### config.mk
export PLATFORM = sky130hd
export DESIGN_NAME = bpsk_tx_ctrl_flat
export DESIGN_NICKNAME = d
export VERILOG_FILES = /design/src/rtl/bpsk_tx_ctrl_if.sv /design/src/rtl/bpsk_tx_ctrl.sv /design/src/flat_wrapper.sv
export SDC_FILE = /design/constraint.sdc
export NUM_CORES = 1
export LEC_CHECK = 0
export ABC_CLOCK_PERIOD_IN_PS = 1800
export BUFFER_PORTS_ARGS = -buffer_cell sky130_fd_sc_hd__buf_2
export CAP_MARGIN = 20
export CORE_UTILIZATION = 38
export CTS_CLUSTER_SIZE = 12
export DETAILED_ROUTE_END_ITERATION = 10
export GPL_ROUTABILITY_DRIVEN = 0
export PLACE_DENSITY = 0.59
export REMOVE_ABC_BUFFERS = 1
export SYNTH_ARGS = -nofsm -noshare
export SYNTH_HDL_FRONTEND = slang
export SYNTH_SLANG_ARGS = --single-unit
### constraint.sdc
create_clock -name clk -period 1.8 [get_ports clk]
set_input_delay 0.36 -clock clk [delete_from_list [all_inputs] [get_ports clk]]
set_output_delay 0.36 -clock clk [all_outputs]
set_load 0.005 [all_outputs]
### src/rtl/bpsk_tx_ctrl_if.sv
`default_nettype none
// ============================================================================
// bpsk_tx_ctrl_if : byte handshake and modulator-control bundle for bpsk_tx_ctrl
// Rev 1.0 - initial release
// ============================================================================
interface bpsk_tx_ctrl_if;
    logic [7:0] data_in;
    logic       data_valid;
    logic       data_ready;
    logic       mod_en;
    logic       mod_s;
    logic       busy;
    logic       bit_strobe;
    logic       frame_done;

    modport master (
        output data_in, data_valid,
        input  data_ready, mod_en, mod_s, busy, bit_strobe, frame_done
    );

    modport slave (
        input  data_in, data_valid,
        output data_ready, mod_en, mod_s, busy, bit_strobe, frame_done
    );
endinterface
`default_nettype wire

### src/rtl/bpsk_tx_ctrl.sv
`default_nettype none
// ============================================================================
// bpsk_tx_ctrl : preamble framing and carrier-synchronous bit timing for BPSK
// Rev 1.0 - initial release
// ============================================================================
module bpsk_tx_ctrl #(
    parameter int          ADDR_WIDTH   = 8,
    parameter int          PREAMBLE_LEN = 8,
    parameter logic [31:0] PREAMBLE     = 32'hAAAAAAAA
) (
    input  wire            clk,
    input  wire            arst,
    bpsk_tx_ctrl_if.slave  io_bus
);

    typedef enum logic [1:0] {
        S_IDLE = 2'd0,
        S_PRE  = 2'd1,
        S_DATA = 2'd2
    } state_t;

    localparam logic [4:0]            c_pre_last = 5'(PREAMBLE_LEN - 1);
    localparam logic [ADDR_WIDTH-1:0] c_cnt_max  = '1;
    localparam logic [ADDR_WIDTH-1:0] c_cnt_one  = ADDR_WIDTH'(1);

    state_t                r_state, w_state_nxt;
    logic [ADDR_WIDTH-1:0] r_cnt;
    logic [4:0]            r_pre_idx, w_pre_idx_nxt, w_pre_dec;
    logic [2:0]            r_bit_idx, w_bit_idx_nxt;
    logic [7:0]            r_sh, w_sh_nxt;
    logic                  r_mod_s, w_mod_s_nxt;
    logic                  r_frame_done, w_frame_done_nxt;
    logic                  w_wrap, w_ready, w_xfer;

    // Every decision is taken on the carrier wrap so bit edges hit zero crossings.
    assign w_wrap    = (r_cnt == c_cnt_max);
    assign w_ready   = w_wrap && !arst &&
                       ((r_state == S_IDLE) || ((r_state == S_DATA) && (r_bit_idx == 3'd7)));
    assign w_xfer    = w_ready && io_bus.data_valid;
    assign w_pre_dec = r_pre_idx - 5'd1;

    always_ff @(posedge clk) begin
        if (arst) begin
            r_cnt        <= '0;
            r_state      <= S_IDLE;
            r_pre_idx    <= '0;
            r_bit_idx    <= '0;
            r_sh         <= '0;
            r_mod_s      <= 1'b0;
            r_frame_done <= 1'b0;
        end else begin
            r_cnt        <= r_cnt + c_cnt_one;
            r_state      <= w_state_nxt;
            r_pre_idx    <= w_pre_idx_nxt;
            r_bit_idx    <= w_bit_idx_nxt;
            r_sh         <= w_sh_nxt;
            r_mod_s      <= w_mod_s_nxt;
            r_frame_done <= w_frame_done_nxt;
        end
    end

    always_comb begin
        w_state_nxt      = r_state;
        w_pre_idx_nxt    = r_pre_idx;
        w_bit_idx_nxt    = r_bit_idx;
        w_sh_nxt         = r_sh;
        w_mod_s_nxt      = r_mod_s;
        w_frame_done_nxt = 1'b0;
        if (w_wrap) begin
            case (r_state)
                S_IDLE: begin
                    if (w_xfer) begin
                        w_state_nxt   = S_PRE;
                        w_pre_idx_nxt = c_pre_last;
                        w_sh_nxt      = io_bus.data_in;
                        w_mod_s_nxt   = PREAMBLE[c_pre_last];
                    end
                end
                S_PRE: begin
                    // The byte is shifted out of the top of r_sh one bit per period.
                    if (r_pre_idx == 5'd0) begin
                        w_state_nxt   = S_DATA;
                        w_bit_idx_nxt = 3'd0;
                        w_mod_s_nxt   = r_sh[7];
                        w_sh_nxt      = {r_sh[6:0], 1'b0};
                    end else begin
                        w_pre_idx_nxt = w_pre_dec;
                        w_mod_s_nxt   = PREAMBLE[w_pre_dec];
                    end
                end
                S_DATA: begin
                    if (r_bit_idx == 3'd7) begin
                        if (w_xfer) begin
                            w_bit_idx_nxt = 3'd0;
                            w_mod_s_nxt   = io_bus.data_in[7];
                            w_sh_nxt      = {io_bus.data_in[6:0], 1'b0};
                        end else begin
                            w_state_nxt      = S_IDLE;
                            w_frame_done_nxt = 1'b1;
                        end
                    end else begin
                        w_bit_idx_nxt = r_bit_idx + 3'd1;
                        w_mod_s_nxt   = r_sh[7];
                        w_sh_nxt      = {r_sh[6:0], 1'b0};
                    end
                end
                default: w_state_nxt = S_IDLE;
            endcase
        end
    end

    assign io_bus.data_ready = w_ready;
    assign io_bus.mod_en     = (r_state != S_IDLE);
    assign io_bus.busy       = (r_state != S_IDLE);
    assign io_bus.mod_s      = r_mod_s;
    assign io_bus.bit_strobe = (r_cnt == '0) && (r_state != S_IDLE);
    assign io_bus.frame_done = r_frame_done;

endmodule
`default_nettype wire

### src/flat_wrapper.sv
// flat-port wrapper written by rule: the top's interface ports become plain ports
module bpsk_tx_ctrl_flat 
#(
    parameter int          ADDR_WIDTH   = 8,
    parameter int          PREAMBLE_LEN = 8,
    parameter logic [31:0] PREAMBLE     = 32'hAAAAAAAA
)
  (clk, arst, io_bus_data_in, io_bus_data_valid, io_bus_data_ready, io_bus_mod_en, io_bus_mod_s, io_bus_busy, io_bus_bit_strobe, io_bus_frame_done);
  bpsk_tx_ctrl_if io_bus_i ();
  input  wire clk;
  input  wire arst;
  input wire logic [$bits(io_bus_i.data_in)-1:0] io_bus_data_in;
  input wire logic [$bits(io_bus_i.data_valid)-1:0] io_bus_data_valid;
  output wire logic [$bits(io_bus_i.data_ready)-1:0] io_bus_data_ready;
  output wire logic [$bits(io_bus_i.mod_en)-1:0] io_bus_mod_en;
  output wire logic [$bits(io_bus_i.mod_s)-1:0] io_bus_mod_s;
  output wire logic [$bits(io_bus_i.busy)-1:0] io_bus_busy;
  output wire logic [$bits(io_bus_i.bit_strobe)-1:0] io_bus_bit_strobe;
  output wire logic [$bits(io_bus_i.frame_done)-1:0] io_bus_frame_done;
  assign io_bus_i.data_in = io_bus_data_in;
  assign io_bus_i.data_valid = io_bus_data_valid;
  assign io_bus_data_ready = io_bus_i.data_ready;
  assign io_bus_mod_en = io_bus_i.mod_en;
  assign io_bus_mod_s = io_bus_i.mod_s;
  assign io_bus_busy = io_bus_i.busy;
  assign io_bus_bit_strobe = io_bus_i.bit_strobe;
  assign io_bus_frame_done = io_bus_i.frame_done;
  bpsk_tx_ctrl #(.ADDR_WIDTH(ADDR_WIDTH), .PREAMBLE_LEN(PREAMBLE_LEN), .PREAMBLE(PREAMBLE)) u_core (.clk(clk), .arst(arst), .io_bus(io_bus_i));
endmodule
==> metrics.yaml, run 1 <==
met3_usage_pct: 3.50
area_growth_pct: 23.3
port_buffers: 16
path_max_fanout: 2
reg2reg_slack_ns: -0.02
clkTransAtPathRegs_ns: 0.10
vias: 1474
num_antenna_cells: 0
cts_buffers: 3
busiest_layer: "met2"
cap_violations: 0
cp_top_family: "simple AND/OR/NAND/NOR gates"
regToRegEndpoint: "u_core.r_pre_idx[3]$_SDFFE_PP0P_"
fin_ws_ns: -0.0203
grt_first_pass_wirelength_um: 6440
yosys_warnings: 0
fin_crit_sh_pct: 101
drt_iter0_drc: 73
layout.cells.non_filler: 267
die_height_um: 68.2
synthDominantCellAreaShare_pct: 33.6
end_kind: "register"
worstSetupPathType: "register to register"
ant_nets: 0
post_synth_num_cell_types: 42
worstPathCellList: "inv_2 -> ha_4 -> nor4b_4 -> or4_4 -> or4b_1 -> a31oi_1"
clock_latency_ns: 0.28
hold_end: "u_core.io_bus.frame_done$_SDFF_PP0_"
die_area_mm2: 0.00465
syn_area_mm2: 0.00167
ys_seq_area_share_pct: 33.6
outcome: "finished with violations"
p_leak_nw: 0.905
clock-root-buffer: "clkbuf_8"
dp_cells: 261
dr.pass1.iters: 4
failed_checks: "negative setup slack"
via_per_inst: 5.52
core_mm2: 0.00412
fmax_mhz: 549
min_period_ns: 1.82
wl_per_cell_um: 14.5
syn_inst: 191
cp_data_arrival_time_ns: 2.02
cts.sinks: 28
hp-class: "input pin to register"
fp.dieW_um: 68.2
maxSlewHeadroom_pct: 70.7
synth_area_leaders: "dfxtp_1 34%, ha_1 8.3%, mux2i_1 4.8%"
drive_gt1_share_pct: 30.9
skew_ns: 0.00320
clk_path_buf_depth: 2
hold_path_startpoint: "io_bus_data_valid"
layout_commonest_cell: "dfxtp_1"
grt_pass1_vias: 1413
slowest_delay_ns: 0.48
dpl_cell_area_mm2: 0.00187
grt_start_max_net_pins: 25
drc: 0
io_pins: 17
fillerInstances: 393
tightest_slew_ns: 0.439
yosys.area.top_type: "dfxtp_1"
grt.total_usage_pct: 18.2
num_rows: 23
required_ns: 2.00
power_density_mw_per_mm2: 534
layout.nets: 240
holdPathStages: 2
cts_tree: "built"
p_total_mw: 1.10
finalHoldViolations: 0
yosys_register_bits: 28
antenna_found_initial: 0
slew_viol_final: 0
slowest_stage: "or4b_1"
reg2reg_depth: 6
postLayoutCellArea_mm2: 0.00205
vdd_drop_max_mv: 0.274
grt_use_met1_pct: 23.0
rsz0062_at_grt: "yes"
grt_use_met2_pct: 32.2
wl_um: 3860
cp.depth: 6
setup_viol: 1
startpoint_type: "register"
start_util_pct: 40.5
ctsHtreeMaxLevel: 1
final_cell_mix: "20 x dfxtp_1, 17 x nor2_1, 17 x buf_4"
dp_hpwl_um: 2850
grt.overflow.total: 0
crit_buf_inv: 1
syn_area_per_cell_um2: 8.73
r2r_start: "u_core.r_pre_idx[1]$_SDFFE_PP0P_"
per-stage QoR:
| step | TNS, ns | worst slack (ns) | utilization (%) | hold WS (ns) |
|---|---|---|---|---|
| 4_1_cts | -0.0240 | -0.0128 | 48.6 | 0.267 |
| 5_1_grt | -0.106 | -0.0946 | 49.9 | 0.270 |
| 2_1_floorplan | -0.0261 | -0.0261 | - | 0.426 |
| 3_5_place_dp | -0.0636 | -0.0636 | 45.5 | 0.460 |
| 6_report | -0.0203 | -0.0203 | 49.9 | 0.281 |
| 3_3_place_gp | 0 | 0.000502 | 45.5 | 0.441 |
worst max path at each step:
stage                                     start                                to  slack, ns
3_5_place_dp     u_core.r_state[0]$_SDFFE_PP0P_  u_core.r_pre_idx[3]$_SDFFE_PP0P_      -0.06
2_1_floorplan  u_core.r_pre_idx[0]$_SDFFE_PP0P_  u_core.r_pre_idx[3]$_SDFFE_PP0P_      -0.03
5_1_grt        u_core.r_pre_idx[1]$_SDFFE_PP0P_  u_core.r_pre_idx[3]$_SDFFE_PP0P_      -0.09
6_report       u_core.r_pre_idx[1]$_SDFFE_PP0P_  u_core.r_pre_idx[3]$_SDFFE_PP0P_      -0.02
4_1_cts        u_core.r_pre_idx[0]$_SDFFE_PP0P_  u_core.r_pre_idx[3]$_SDFFE_PP0P_      -0.01
3_3_place_gp     u_core.r_state[0]$_SDFFE_PP0P_  u_core.r_pre_idx[3]$_SDFFE_PP0P_     0.0005
layout make-up:
class	count	area [µm²]	share of cell area [%]
tap	50	62.6	3.05
inverter	10	37.5	1.83
clock buffer	4	55.1	2.68
multi-input combinational	142	1120	54.3
timing repair buffer	33	208	10.1
sequential	28	576	28.0
kinds of logic after synthesis:
| family | synth area share, % |
|---|---|
| AOI/OAI and AO/OA | 19.1 |
| muxes | 5.48 |
| adders and majority gates | 8.26 |
| xor gates and xnor gates | 3.15 |
| and+or+nand+nor | 25.2 |
| buffers and inverters | 5.11 |
| DFF | 33.6 |
per-layer routing:
layer  wire length (µm)  share of wire (%)
met1               1790                 46
met2               1920                 50
met3                143                3.7
met4                 10               0.26
met5                  0                  0
synth_stat cells:
cell / number
dfxtp_1: 28
nor2_1: 17
o21ai_0: 12
ha_1: 11
inv_1: 10
nand3_1: 10
nand2b_1: 9
clkbuf_1: 8
mux2i_1: 8
nand2_1: 8
a21oi_1: 7
a311o_1: 7
a31oi_1: 5
and3_1: 4
nor2b_1: 4
xnor2_1: 4
and4_1: 3
o211a_1: 3
or4_1: 3
a21boi_0: 2
and4b_1: 2
buf_2: 2
nor3_1: 2
nor4_1: 2
or3_1: 2
xor2_1: 2
a211oi_1: 1
a21bo_2: 1
a311oi_1: 1
a41o_1: 1
and3b_1: 1
buf_4: 1
mux2_2: 1
nor3b_1: 1
nor4b_4: 1
o21ba_2: 1
o21bai_1: 1
o221ai_2: 1
o32ai_1: 1
or2b_1: 1
or3b_2: 1
or4b_1: 1
power by group:
part	switching, mW	total, mW	internal (mW)
clock	0.203	0.399	0.196
combinational	0.0328	0.0673	0.0345
sequential	0.00648	0.631	0.625
total	0.242	1.10	0.855
flip-flops by register name (all words and copies together), names as in the netlist:
signal,count
u_core.r_sh,8
u_core.io_bus.mod_s,1
u_core.r_pre_idx,5
u_core.r_state,2
u_core.io_bus.frame_done,1
u_core.r_cnt,8
u_core.r_bit_idx,3
what timing repair did:
action                     in CTS  in global routing
resized for setup              18                 16
cloned                          0                  0
setup buffers                   1                  1
setup endpoints to repair      11                 10
pin swaps                       1                  2
hold buffers                    0                  0
No activity file was read; power rests on OpenSTA's default activity.
==> inputs of run 2 (changes only) <==
--- a/config.mk
+++ b/config.mk
@@ -13,7 +13,7 @@
 export DETAILED_ROUTE_END_ITERATION = 10
 export GPL_ROUTABILITY_DRIVEN = 0
 export PLACE_DENSITY = 0.59
-export REMOVE_ABC_BUFFERS = 1
+export SETUP_SLACK_MARGIN = 0.05
 export SYNTH_ARGS = -nofsm -noshare
 export SYNTH_HDL_FRONTEND = slang
 export SYNTH_SLANG_ARGS = --single-unit
==> run 2 against run 1 <==
Net effect: the run now ends clean; largest cell class unchanged; total power increased by 8.8%; sequential cell count unchanged; final area increased by 3.2%; utilization increased by 1.6 points; register-to-register slack improved by 0.08 ns; critical endpoint unchanged; worst setup slack improved by 0.084 ns; hold slack improved by 0.0072 ns; count of clock-buffer cells in the layout decreased by 1; combinational power increased by 3%.
==> metrics.yaml, run 2 (synthesized netlist as in run 1, its figures left out) <==
grt_start_max_net_pins: 23
vdd_drop_max_mv: 0.457
postLayoutCellArea_mm2: 0.00212
grt.total_usage_pct: 18.6
layout.cells.non_filler: 267
dr.pass1.iters: 4
clock_latency_ns: 0.28
num_rows: 23
r2r_start: "u_core.r_pre_idx[1]$_SDFFE_PP0P_"
cts.sinks: 28
drc: 0
power_density_mw_per_mm2: 563
fin_crit_sh_pct: 96.4
outcome: "completed"
final_cell_mix: "17 x dfxtp_1, 16 x nor2_1, 16 x buf_2, 16 x buf_4, 11 x o21ai_0"
reg2reg_slack_ns: 0.06
setup_viol: 0
min_period_ns: 1.74
ctsHtreeMaxLevel: 1
wl_per_cell_um: 15.2
cts_buffers: 3
fin_tns_setup_ns: 0
area_growth_pct: 27.3
hold_path_startpoint: "io_bus_data_valid"
start_util_pct: 40.5
via_per_inst: 5.61
finalHoldViolations: 0
cts_tree: "built"
skew_ns: 0.0121
worstSetupPathType: "register to register"
path_max_fanout: 2
holdPathStages: 2
slew_viol_final: 0
dp_cells: 259
core_mm2: 0.00412
fmax_mhz: 576
reg2reg_depth: 6
clkTransAtPathRegs_ns: 0.10
io_pins: 17
fin_util_pct: 51.5
port_buffers: 16
layout_commonest_cell: "dfxtp_1"
wl_um: 4060
dpl_cell_area_mm2: 0.00187
drive_gt1_share_pct: 33.6
vias: 1499
drt_iter0_drc: 29
grt_pass1_vias: 1511
cap_violations: 0
required_ns: 2.00
hp-class: "input pin to register"
hold_end: "u_core.io_bus.frame_done$_SDFF_PP0_"
end_kind: "register"
antenna_found_initial: 0
cp_data_arrival_time_ns: 1.94
maxSlewHeadroom_pct: 71.4
top_regs: "u_core.r_cnt (8), u_core.r_sh (8), u_core.r_pre_idx (5)"
syn_nets: 213
regToRegEndpoint: "u_core.r_pre_idx[3]$_SDFFE_PP0P_"
dp_hpwl_um: 2860
grt_first_pass_wirelength_um: 6560
tightest_slew_ns: 0.428
die_height_um: 68.2
hold_ws_ns: 0.288
fillerInstances: 388
clock-root-buffer: "clkbuf_8"
startpoint_type: "register"
rsz0062_at_grt: "yes"
grt.overflow.total: 0
fp.dieW_um: 68.2
num_antenna_cells: 0
layout.nets: 240
ant_nets: 0
die_area_mm2: 0.00465
p_leak_nw: 0.925
clk_path_buf_depth: 2
run 2: cell count changes in the layout (fill, tap and decap cells not counted), moves of 3 or more:
cell     previous run  this run
dfxtp_2             6         9
dfxtp_1            20        17
ha_1                7         4
ha_4                3         6
run 2: final cells by class:
type	instances	area (µm²)	share of cell area, %
repair buffers	33	220	10.4
inverters	10	37.5	1.77
flip-flops and latches	28	579	27.3
multi-input cells	142	1150	54.2
clock buffers	3	41.3	1.95
well taps	50	62.6	2.95
clock inverters	1	30.0	1.42
run 2: through the flow:
step	total power [mW]	worst slack [ns]
2_1_floorplan	0.682	0.0148
3_5_place_dp	0.711	-0.00624
5_1_grt	1.24	-0.0316
3_3_place_gp	0.706	0.0363
4_1_cts	1.22	0.0166
6_report	1.19	0.0641
run 2: what timing repair did:
| action | 4_1_cts | 5_1_grt |
|---|---|---|
| hold buffers | 0 | 0 |
| buffers inserted | 1 | 3 |
| gates resized for setup | 18 | 22 |
| endpoints found under the setup margin | 4 | 16 |
| pin swaps | 0 | 3 |
run 2: worst max-delay path by stage:
stage | start | to | slack [ns] | cells past startpoint
final | u_core.r_pre_idx[1]$_SDFFE_PP0P_ | u_core.r_pre_idx[3]$_SDFFE_PP0P_ | 0.06 | 6
after global routing | u_core.r_state[1]$_SDFFE_PP0P_ | u_core.r_pre_idx[3]$_SDFFE_PP0P_ | -0.03 | 6
after CTS | u_core.r_state[0]$_SDFFE_PP0P_ | io_bus_data_ready | 0.02 | 5
after floorplan | u_core.r_pre_idx[0]$_SDFFE_PP0P_ | u_core.r_pre_idx[3]$_SDFFE_PP0P_ | 0.01 | 6
after detailed placement | u_core.r_state[0]$_SDFFE_PP0P_ | u_core.r_pre_idx[3]$_SDFFE_PP0P_ | -0.006 | 6
after global placement | u_core.r_pre_idx[0]$_SDFFE_PP0P_ | u_core.r_pre_idx[3]$_SDFFE_PP0P_ | 0.04 | 6
run 2: routing by layer:
metal,GRT usage (%),vias to the layer above,part of all wire (%),routed length [µm]
li1,-,744,-,-
met1,20.3,734,44,1790
met2,35.9,19,53,2140
met3,2.50,2,2.7,108
met4,6.77,0,0.62,25
met5,0,-,0,0
run 2: report_power, final:
group / switching (mW) / internal [mW]
combinational: 0.0348 / 0.0343
clock: 0.197 / 0.298
sequential: 0.00652 / 0.623
total: 0.239 / 0.955
run 2: critical path: stages, from the launching register on:
cell and delay [ns]:
dfxtp_2 0.35, inv_2 0.05, ha_4 0.14, nor4b_4 0.12, or4_4 0.42, or4b_1 0.47
a31oi_1 0.13
